<file path="config.mk">
export PLATFORM = sky130hd
export DESIGN_NAME = mb8_arbiter
export DESIGN_NICKNAME = d
export VERILOG_FILES = /design/src/rtl/forthsuper_pkg.sv /design/src/rtl/mb8_arb_pick.sv /design/src/rtl/mb8_arbiter.sv
export SDC_FILE = /design/constraint.sdc
export NUM_CORES = 1
export LEC_CHECK = 0
export CORE_MARGIN = 10
export CORE_UTILIZATION = 40
export CTS_CLUSTER_SIZE = 8
export DETAILED_ROUTE_END_ITERATION = 16
export HOLD_SLACK_MARGIN = 0.05
export PLACE_DENSITY = 0.87
export SYNTH_ARGS = -nofsm -noshare
export SYNTH_HDL_FRONTEND = slang
export SYNTH_SLANG_ARGS = --single-unit
</file>
<file path="constraint.sdc">
create_clock -name clk -period 3.4 [get_ports clk]
set_input_delay 0.68 -clock clk [delete_from_list [all_inputs] [get_ports clk]]
set_output_delay 0.68 -clock clk [all_outputs]
set_load 0.02 [all_outputs]
</file>
<file path="src/rtl/forthsuper_pkg.sv">
// ---------------------------------------------------------------------------
// forthsuper_pkg
// Shared definitions for the forthsuper byte-memory subsystem.
//   arb_state_e : arbiter FSM states (IDLE / GRANT / LOCKED)
//   PORT_*      : requester index of each memory client on mb8_arbiter
//   idxWidth()  : bit width needed to hold an index in 0..n-1 (minimum 1)
// ---------------------------------------------------------------------------
package forthsuper_pkg;

    typedef enum logic [1:0] {
        IDLE   = 2'd0,
        GRANT  = 2'd1,
        LOCKED = 2'd2
    } arb_state_e;

    localparam int PORT_INNER  = 0;
    localparam int PORT_OUTER  = 1;
    localparam int PORT_OUTBUF = 2;

    function automatic int idxWidth(input int n);
        return (n > 1) ? $clog2(n) : 1;
    endfunction

endpackage

</file>
<file path="src/rtl/mb8_arb_pick.sv">
// ---------------------------------------------------------------------------
// mb8_arb_pick
// Combinational N-way rotating priority picker. Scans requesters starting at
// index i_start and wrapping modulo N; the first one with its request high
// and its mask bit low wins.
//   i_req   [N]  : request vector
//   i_mask  [N]  : requesters excluded from this pick
//   i_start [IW] : first index searched
//   o_gnt   [N]  : one-hot winner (zero when no eligible request)
//   o_idx   [IW] : winner index
//   o_valid      : a winner exists
// ---------------------------------------------------------------------------
module mb8_arb_pick
    import forthsuper_pkg::*;
#(
    parameter int N = 3,
    localparam int IW = idxWidth(N)
) (
    input  logic [N-1:0]  i_req,
    input  logic [N-1:0]  i_mask,
    input  logic [IW-1:0] i_start,
    output logic [N-1:0]  o_gnt,
    output logic [IW-1:0] o_idx,
    output logic          o_valid
);

    int w_pos;

    always_comb begin
        o_gnt   = '0;
        o_idx   = '0;
        o_valid = 1'b0;
        w_pos   = 0;
        for (int k = 0; k < N; k++) begin
            w_pos = (int'(i_start) + k) % N;
            if (!o_valid && i_req[w_pos] && !i_mask[w_pos]) begin
                o_valid      = 1'b1;
                o_idx        = IW'(w_pos);
                o_gnt[w_pos] = 1'b1;
            end
        end
    end

endmodule

</file>
<file path="src/rtl/mb8_arbiter.sv">
// ---------------------------------------------------------------------------
// mb8_arbiter
// Byte-wide memory arbiter for N requesters (0 = inner interpreter,
// 1 = outer interpreter, 2 = output buffer) sharing one memory block with a
// registered (1-cycle) read port. Grants are combinational in the request
// cycle; a requester holding lock keeps ownership for a multi-byte burst of
// at most LOCK_MAX beats, after which it sits out one arbitration cycle.
//
// Ports
//   clk, rst            : clock, synchronous active-high reset
//   i_req/i_lock/i_we   : per-requester request, burst lock, write enable
//   i_addr, i_wdata     : per-requester byte address and write byte
//   o_gnt               : one-hot grant, access issued this cycle
//   o_rvalid, o_rdata   : read return, one cycle after a granted read
//   o_mem_a/_we/_din    : memory block address, write strobe, write data
//   i_mem_dout          : memory block read data
//
// Build option
//   MB8_ARB_RR_EN : when defined, round-robin arbitration starting at the
//                   last winner + 1; otherwise fixed priority (lowest index).
// ---------------------------------------------------------------------------
module mb8_arbiter
    import forthsuper_pkg::*;
#(
    parameter int ASZ      = 17,
    parameter int N        = 3,
    parameter int LOCK_MAX = 16
) (
    input  logic                     clk,
    input  logic                     rst,
    input  logic [N-1:0]             i_req,
    input  logic [N-1:0]             i_lock,
    input  logic [N-1:0]             i_we,
    input  logic [N-1:0][ASZ-1:0]    i_addr,
    input  logic [N-1:0][7:0]        i_wdata,
    output logic [N-1:0]             o_gnt,
    output logic [N-1:0]             o_rvalid,
    output logic [7:0]               o_rdata,
    output logic [ASZ-1:0]           o_mem_a,
    output logic                     o_mem_we,
    output logic [7:0]               o_mem_din,
    input  logic [7:0]               i_mem_dout
);

    localparam int IW = idxWidth(N);
    localparam int CW = $clog2(LOCK_MAX + 1);

    arb_state_e      r_state;
    arb_state_e      w_nextState;
    logic [IW-1:0]   r_owner;
    logic [IW-1:0]   w_nextOwner;
    logic [CW-1:0]   r_lockCnt;
    logic [CW-1:0]   w_nextCnt;
    logic [CW-1:0]   w_cntInc;
    logic [N-1:0]    r_excl;
    logic [N-1:0]    w_nextExcl;
    logic [N-1:0]    r_rvalid;
    logic [ASZ-1:0]  r_memA;

    logic [IW-1:0]   w_start;
    logic [N-1:0]    w_pickGnt;
    logic [IW-1:0]   w_pickIdx;
    logic            w_pickValid;
    logic            w_lockHit;
    logic            w_gntValid;
    logic [IW-1:0]   w_gntIdx;

`ifdef MB8_ARB_RR_EN
    logic [IW-1:0]   r_last;
    assign w_start = (int'(r_last) == N - 1) ? '0 : r_last + IW'(1);
`else
    assign w_start = '0;
`endif

    mb8_arb_pick #(
        .N (N)
    ) u_pick (
        .i_req   (i_req),
        .i_mask  (r_excl),
        .i_start (w_start),
        .o_gnt   (w_pickGnt),
        .o_idx   (w_pickIdx),
        .o_valid (w_pickValid)
    );

    // A locked owner bypasses the picker only while it is still requesting;
    // once it lets go, the others are arbitrated in that same cycle.
    assign w_lockHit  = (r_state == LOCKED) && i_req[r_owner];
    assign w_gntValid = !rst && (w_lockHit || w_pickValid);
    assign w_gntIdx   = w_lockHit ? r_owner : w_pickIdx;
    assign w_cntInc   = r_lockCnt + CW'(1);

    // State register
    always_ff @(posedge clk) begin
        if (rst) begin
            r_state   <= IDLE;
            r_owner   <= IW'(PORT_INNER);
            r_lockCnt <= '0;
            r_excl    <= '0;
            r_rvalid  <= '0;
            r_memA    <= '0;
`ifdef MB8_ARB_RR_EN
            r_last    <= IW'(N - 1);
`endif
        end else begin
            r_state   <= w_nextState;
            r_owner   <= w_nextOwner;
            r_lockCnt <= w_nextCnt;
            r_excl    <= w_nextExcl;
            r_rvalid  <= o_gnt & ~i_we;
            if (w_gntValid) begin
                r_memA <= i_addr[w_gntIdx];
`ifdef MB8_ARB_RR_EN
                r_last <= w_gntIdx;
`endif
            end
        end
    end

    // Next-state logic. A burst that hits LOCK_MAX with lock still high
    // masks its owner for exactly the following cycle.
    always_comb begin
        w_nextState = r_state;
        w_nextOwner = r_owner;
        w_nextCnt   = r_lockCnt;
        w_nextExcl  = '0;
        if (!w_gntValid) begin
            w_nextState = IDLE;
            w_nextCnt   = '0;
        end else if (w_lockHit) begin
            if (!i_lock[r_owner]) begin
                w_nextState = IDLE;
                w_nextCnt   = '0;
            end else if (int'(w_cntInc) >= LOCK_MAX) begin
                w_nextState         = IDLE;
                w_nextCnt           = '0;
                w_nextExcl[r_owner] = 1'b1;
            end else begin
                w_nextState = LOCKED;
                w_nextCnt   = w_cntInc;
            end
        end else begin
            w_nextOwner = w_pickIdx;
            if (!i_lock[w_pickIdx]) begin
                w_nextState = GRANT;
                w_nextCnt   = '0;
            end else if (LOCK_MAX <= 1) begin
                w_nextState           = IDLE;
                w_nextCnt             = '0;
                w_nextExcl[w_pickIdx] = 1'b1;
            end else begin
                w_nextState = LOCKED;
                w_nextCnt   = CW'(1);
            end
        end
    end

    // Output logic. Memory address holds its last granted value when idle
    // and is forced to zero while in reset.
    always_comb begin
        o_gnt     = '0;
        o_mem_a   = r_memA;
        o_mem_we  = 1'b0;
        o_mem_din = '0;
        if (rst) begin
            o_mem_a = '0;
        end else if (w_gntValid) begin
            if (w_lockHit) begin
                o_gnt[r_owner] = 1'b1;
            end else begin
                o_gnt = w_pickGnt;
            end
            o_mem_a   = i_addr[w_gntIdx];
            o_mem_we  = i_we[w_gntIdx];
            o_mem_din = i_wdata[w_gntIdx];
        end
    end

    // A read granted just before reset must not surface during reset.
    assign o_rvalid = rst ? '0 : r_rvalid;
    assign o_rdata  = i_mem_dout;

endmodule

</file>
==> out/qor.csv, run 1 <==
stage;metric;value;unit
outcome;run status;complete, no violations;
placed_design;RD Place Congestion;0.870;
cts;later-pin clock latency in the skew report;0.28;ns
setup_path;CP Capture Type;output pin;
final_layout;register cell area after layout;642;sq um
placed_design;Setup WS pre-CTS;-0.586;ns
final_layout;commonest non-fill, non-tap cells in the layout;clkdlybuf4s50_1 (85), buf_4 (47), dfxtp_1 (31);
cts;clk slew on worst S/H paths;0.07;ns
cts;Clock Sinks;32;
final_layout;ant diodes;0;
setup_path;Worst setup SP type;input pin;
pwr;Comb pwr share;0.388;
global_routing;initial antenna violation count;0;
synthesis;FFs w/ async S/R, synth;0;
setup_path;class of the most critical setup path;input pin to output pin;
pwr;Reg power frac;0.350;
detailed_routing;WL met1;3470;um
detailed_routing;DRT antenna net count;0;
synthesis;mapped cell area;2130;sq um
placed_design;Post-DP HPWL;6620;um
detailed_routing;Routed met3 length;830;um
detailed_routing;Via Count;2632;
synthesis;Post-synth top flop;dfxtp_1;
final_layout;fin area;3760;sq um
synthesis;register bit total from synthesis;32;
timing;Final Skew;0.00455;ns
final_layout;Area Overhead vs Synth;76.7;%
detailed_routing;residual DRC count;0;
placed_design;placement-stage cell area;3520;sq um
floorplan;core area;5140;sq um
pwr;maximum VDD drop;0.252;mV
pwr;internal power;811;uW
pwr;Sw Pwr;373;uW
cts;# H-tree levels;2;
timing;fin crit period;3.19;ns
timing;setup slack after layout;0.209;ns
pwr;Final Total Pwr;1.18;mW
final_layout;Layout Utilization;0.732;
final_layout;fin nets;502;
pwr;switching share of power;0.315;
timing;Fin Hold WS;0.499;ns
timing;Slew Limit Fails;0;
timing;Max Fclk;313;MHz
setup_path;CP Max Fanout;8;
detailed_routing;met2 wire length;4340;um
global_routing;Total GRT Usage;0.190;
detailed_routing;Routed WL per cell;18.6;um
detailed_routing;Top Layer Used;met4;
global_routing;vias in the first global route;2703;
timing;RSZ-0062 raised after global routing;false;
detailed_routing;final wirelength;8880;um
placed_design;DP Cell Count;460;
timing;crit share post-route;0.939;
pwr;Clock power frac;0.261;
cts;clock buffer depth;2;
synthesis;Syn Nets;357;
setup_path;RR Startpoint;r_owner[1]$_SDFFE_PP0P_;
cts;clock root cell;clkbuf_8;
final_layout;commonest non-fill, non-tap cell in the layout;clkdlybuf4s50_1;
setup_path;CP arrival;2.51;ns
setup_path;Reg2Reg Depth;9;
worst_hold_path;Hold EP;r_memA[10]$_DFF_P_;
synthesis;Mapped Cells;262;
worst_hold_path;hold depth;2;
synthesis;synth unique cells;42;
final_layout;fill cell count;395;
floorplan;Die Span Y;93.0;um
global_routing;first-pass GRT wire length;13600;um
final_layout;share of cells above drive strength 1;0.250;
worst_hold_path;worst hold start;r_memA[10]$_DFF_P_;
setup_path;r2r endpoint;r_memA[4]$_DFF_P_;
pwr;Pwr Density;314;nW/um^2
worst_hold_path;HP Class;register to register;
timing;setup TNS;0;ns
floorplan;die area;8650;sq um
pwr;leakage power;1.55;nW
final_layout;final std cells w/o fill;478;
detailed_routing;First DRT Iteration DRCs;215;
floorplan;Starting Density;0.415;
floorplan;I/O pins;134;
floorplan;num rows;26;
synthesis;mean post-synth cell area;8.13;sq um
synthesis;sequential share of the synthesized area;0.301;
run;MaxCap Viol Count;0;
cts;cts-stage hold buffer count;0;
setup_path;reg-to-reg slack, setup;1.13;ns
setup_path;critical path required time;2.72;ns
cts;CTS buffer count;5;
synthesis;Post-synth EDFFs;0;
global_routing;largest net degree at the start of global routing;18;
cts;CTS tree;built;
timing;count of final hold-check violations;0;
synthesis;Ys Warns;0;
global_routing;total congestion overflow;0;
detailed_routing;Pre-antenna DRT Iters;4;
timing;setup violators final;0;
placed_design;Port Buf Inserts;117;
detailed_routing;vias per inst;5.51;
final_layout;multi-input logic area;1410;sq um
floorplan;Die X;93.0;um
## layer usage
metal,global-route usage,vias to the layer above
met5,0,-
met4,0.0643,0
met3,0.0711,18
met2,0.320,126
met1,0.216,1234
li1,-,1254
## what timing repair did
action	CTS	global route
pin swaps	5	13
setup endpoints to repair	29	27
resized for setup	110	43
buffers inserted	4	5
gates cloned	1	1
## synthesized netlist by cell type, drive strengths merged, types with 2 or more instances
library cell,instances,area [sq um]
a211oi,2,20.0
a21oi,7,35.0
a221o,14,140
a31oi,22,138
a32oi,3,26.3
and2,28,175
buf,17,123
clkbuf,10,37.5
dfxtp,32,641
inv,3,11.3
mux2i,20,200
nand2,22,85.1
nand3,5,25.0
nor2,11,46.3
nor2b,10,65.1
nor3,8,40.0
nor3b,2,20.0
o21ai,19,106
o22ai,14,87.6
xor2,2,17.5
## how the worst max path moves through the flow
stage / from / endpoint / slack [ns] / cells past startpoint
finish: i_req[1] / o_mem_a[4] / 0.21 / 10
global route: i_req[1] / o_mem_a[4] / 0.13 / 10
CTS: i_req[0] / o_mem_a[11] / -0.16 / 10
detailed placement: i_req[1] / o_mem_a[13] / -0.59 / 8
global placement: i_req[2] / o_mem_a[2] / -0.51 / 9
floorplan: i_req[2] / o_mem_a[0] / 0.47 / 7
## power by group through the flow
stage | registers [mW] | clock network, mW | logic, mW
2_1_floorplan | 0.418 | 0 | 0.214
3_3_place_gp | 0.421 | 0 | 0.434
3_5_place_dp | 0.422 | 0 | 0.442
4_1_cts | 0.413 | 0.314 | 0.438
5_1_grt | 0.417 | 0.329 | 0.492
6_report | 0.415 | 0.309 | 0.460
## flip-flops by register name, indices dropped and copies added (netlist names)
| register | count |
|---|---|
| r_rvalid | 3 |
| r_excl | 3 |
| r_lockCnt | 5 |
| r_state | 2 |
| r_owner | 2 |
| r_memA | 17 |
## area by class of cell
class                           instances  area share
Clock inverter                          2     0.00266
Multi-Input combinational cell        200       0.375
Sequential cell                        32       0.170
Timing Repair Buffer                  165       0.403
Tap cell                               70      0.0233
Clock buffer                            6      0.0219
Inverter                                3     0.00299
## logic make-up after synthesis
| family | after synthesis | share of synthesized area |
|---|---|---|
| xor gates and xnor gates | 3 | 0.0123 |
| and+or+nand+nor | 88 | 0.221 |
| DFF | 32 | 0.301 |
| muxes | 20 | 0.0940 |
| adders and majority gates | 1 | 0.00587 |
| buffers and inverters | 30 | 0.0804 |
| AOI/OAI and AO/OA | 87 | 0.284 |
| other | 1 | 0.00176 |
## worst max-delay path: stages
cell and delay, ns:
dlymetal6s2s_1 0.14, nor2b_2 0.16, buf_4 0.14, nor3b_4 0.29
buf_6 0.15, buf_8 0.12, mux2i_1 0.19, o22ai_1 0.10
a221o_1 0.37, buf_6 0.15
No activity file was read; power rests on OpenSTA's default activity.
==> run 2: changes to the inputs <==
- CORE_MARGIN: 10 -> not set
- CORE_UTILIZATION: 40 -> 34
- PLACE_DENSITY: 0.87 -> 0.78
- clock period: 3.4 -> 2.8 ns (I/O delays scaled with it)
==> out/qor.csv, run 2 (synthesized netlist as in run 1, its figures left out) <==
stage;metric;value;unit;change
outcome;run status;finished, violations left;;was complete, no violations
outcome;failing checks;setup timing;;
global_routing;Total GRT Usage;0.238;;was 0.190
timing;Fin Hold WS;0.489;ns;was 0.499 ns
global_routing;Top Usage Layer GRT;met2;;unchanged
final_layout;fin nets;511;;was 502
placed_design;Port Buf Inserts;117;;unchanged
cts;CTS tree;built;;unchanged
global_routing;met1 Usage GRT;0.276;;was 0.216
global_routing;routing usage on met2;0.412;;was 0.320
floorplan;die area;6590;sq um;was 8650 sq um
worst_hold_path;HP Class;register to register;;unchanged
cts;# H-tree levels;2;;unchanged
timing;Final Skew;0.0142;ns;was 0.00455 ns
final_layout;ant diodes;0;;unchanged
pwr;Pwr Density;364;nW/um^2;was 314 nW/um^2
detailed_routing;DRT antenna net count;0;;unchanged
setup_path;Worst setup SP type;input pin;;unchanged
floorplan;core area;5990;sq um;was 5140 sq um
final_layout;fin area;4030;sq um;was 3760 sq um
detailed_routing;First DRT Iteration DRCs;226;;was 215
cts;clock buffer depth;2;;unchanged
final_layout;Layout Utilization;0.673;;was 0.732
timing;Max transition margin;0.641;;
global_routing;total congestion overflow;0;;unchanged
detailed_routing;residual DRC count;0;;unchanged
floorplan;Starting Density;0.356;;was 0.415
cts;clk slew on worst S/H paths;0.07;ns;about the same
global_routing;largest net degree at the start of global routing;19;;was 18
pwr;leakage power;1.65;nW;was 1.55 nW
placed_design;DP Cell Count;465;;was 460
floorplan;Die X;81.2;um;was 93.0 um
timing;Slew Limit Fails;0;;unchanged
setup_path;CP Max Fanout;7;;was 8
global_routing;initial antenna violation count;0;;unchanged
cts;CTS buffer count;5;;unchanged
global_routing;first-pass GRT wire length;12000;um;was 13600 um
cts;later-pin clock latency in the skew report;0.29;ns;was 0.28 ns
final_layout;Area Overhead vs Synth;89.1;%;was 76.7%
global_routing;met3 Use GR;0.0472;;was 0.0711
global_routing;vias in the first global route;2599;;was 2703
cts;clock root cell;clkbuf_8;;unchanged
floorplan;Die Span Y;81.2;um;was 93.0 um
detailed_routing;vias per inst;5.40;;was 5.51
pwr;maximum VDD drop;0.239;mV;was 0.252 mV
run;MaxCap Viol Count;0;;unchanged
cts;Clock Sinks;32;;unchanged
timing;RSZ-0062 raised after global routing;true;;was false
floorplan;num rows;28;;was 26
final_layout;Largest regs;r_memA: 17 flops, r_lockCnt: 5 flops;;unchanged
final_layout;share of cells above drive strength 1;0.308;;was 0.250
timing;fin crit period;2.80;ns;
timing;setup slack after layout;-0.00209;ns;was 0.209 ns
detailed_routing;Via Count;2652;;was 2632
placed_design;RD Place Congestion;0.804;;was 0.870
placed_design;placement-stage cell area;3550;sq um;was 3520 sq um
detailed_routing;final wirelength;8200;um;was 8880 um
timing;Worst Max-Slew Pin Slew;0.538;ns;
timing;setup TNS;-0.00209;ns;was 0 ns
setup_path;class of the most critical setup path;input pin to output pin;;unchanged
final_layout;Biggest register;r_memA;;unchanged
timing;Max Fclk;357;MHz;
timing;count of final hold-check violations;0;;unchanged
final_layout;number of flip-flops in the largest register;17;;unchanged
cts;cts-stage hold buffer count;0;;unchanged
timing;crit share post-route;1.00;;
setup_path;CP Capture Type;output pin;;unchanged
final_layout;commonest non-fill, non-tap cells in the layout;clkdlybuf4s50_1 (84), buf_4 (44), dfxtp_1 (30);;was clkdlybuf4s50_1 (85), buf_4 (47), dfxtp_1 (31)
final_layout;final std cells w/o fill;491;;was 478
floorplan;I/O pins;134;;unchanged
timing;setup violators final;1;;was 0
setup_path;CP arrival;2.24;ns;was 2.51 ns
detailed_routing;Pre-antenna DRT Iters;4;;unchanged
final_layout;commonest non-fill, non-tap cell in the layout;clkdlybuf4s50_1;;unchanged
placed_design;Post-DP HPWL;5390;um;was 6620 um
final_layout;fill cell count;470;;was 395
setup_path;critical path required time;2.24;ns;was 2.72 ns
detailed_routing;Routed WL per cell;16.7;um;was 18.6 um
-- run 2: changes by cell type in the layout (fill, tap and decap cells not counted), sizes merged --
cell | previous run | this run
clkdlybuf4s15 | 8 | 2
clkdlybuf4s50 | 85 | 84
clkinv | 2 | 1
buf | 65 | 81
nor2 | 11 | 12
clkbuf | 7 | 9
dlygate4sd2 | 3 | 2
dlymetal6s2s | 3 | 1
-- run 2: worst max-delay path, stage by stage --
cell      delay [ns]
buf_8           0.10
buf_6           0.11
a211oi_4        0.30
nor2_4          0.11
buf_12          0.14
a21boi_4        0.20
nor2_2          0.14
a221o_1         0.41
buf_4           0.16
-- run 2: through the flow --
step / total power, mW / setup slack (ns)
2_1_floorplan: 0.768 / 0.111
3_3_place_gp: 1.04 / -0.938
3_5_place_dp: 1.05 / -1.01
4_1_cts: 1.42 / 0.00908
5_1_grt: 1.53 / -0.0604
6_report: 1.47 / -0.00209
-- run 2: cell type report --
class,instances,area (sq um),share of cell area
multi-input combinational,201,1520,0.378
timing repair buffer,173,1680,0.416
sequential,32,648,0.161
tap,75,93.8,0.0233
inverter,3,11.3,0.00280
clock inverter,1,5.00,0.00124
clock buffer,6,72.6,0.0180
-- run 2: per-layer routing --
layer / routed length (um) / vias to the layer above
li1: - / 1271
met1: 3250 / 1237
met2: 4180 / 126
met3: 609 / 18
met4: 162 / 0
met5: 0 / -
-- run 2: timing repair --
item	CTS	global route
gates resized for setup	184	31
endpoints found under the hold margin	0	0
pin swaps	20	18
buffers inserted	16	6
endpoints found under the setup margin	29	31
gates cloned	2	3
-- run 2: final timing paths --
path                                              start            endpoint  slack [ns]  depth (start not counted)
worst max-delay path                           i_req[1]         o_mem_a[16]      -0.002                          9
worst min-delay path                 r_memA[10]$_DFF_P_  r_memA[10]$_DFF_P_        0.49                          2
worst max register to register  r_owner[0]$_SDFFE_PP0P_  r_memA[12]$_DFF_P_        0.81                          8
worst min register to register       r_memA[10]$_DFF_P_  r_memA[10]$_DFF_P_        0.49                          2
-- run 2: power breakdown --
group	total [mW]	internal [mW]	switching, mW
combinational	0.622	0.343	0.279
clock	0.340	0.169	0.171
sequential	0.504	0.490	0.0135
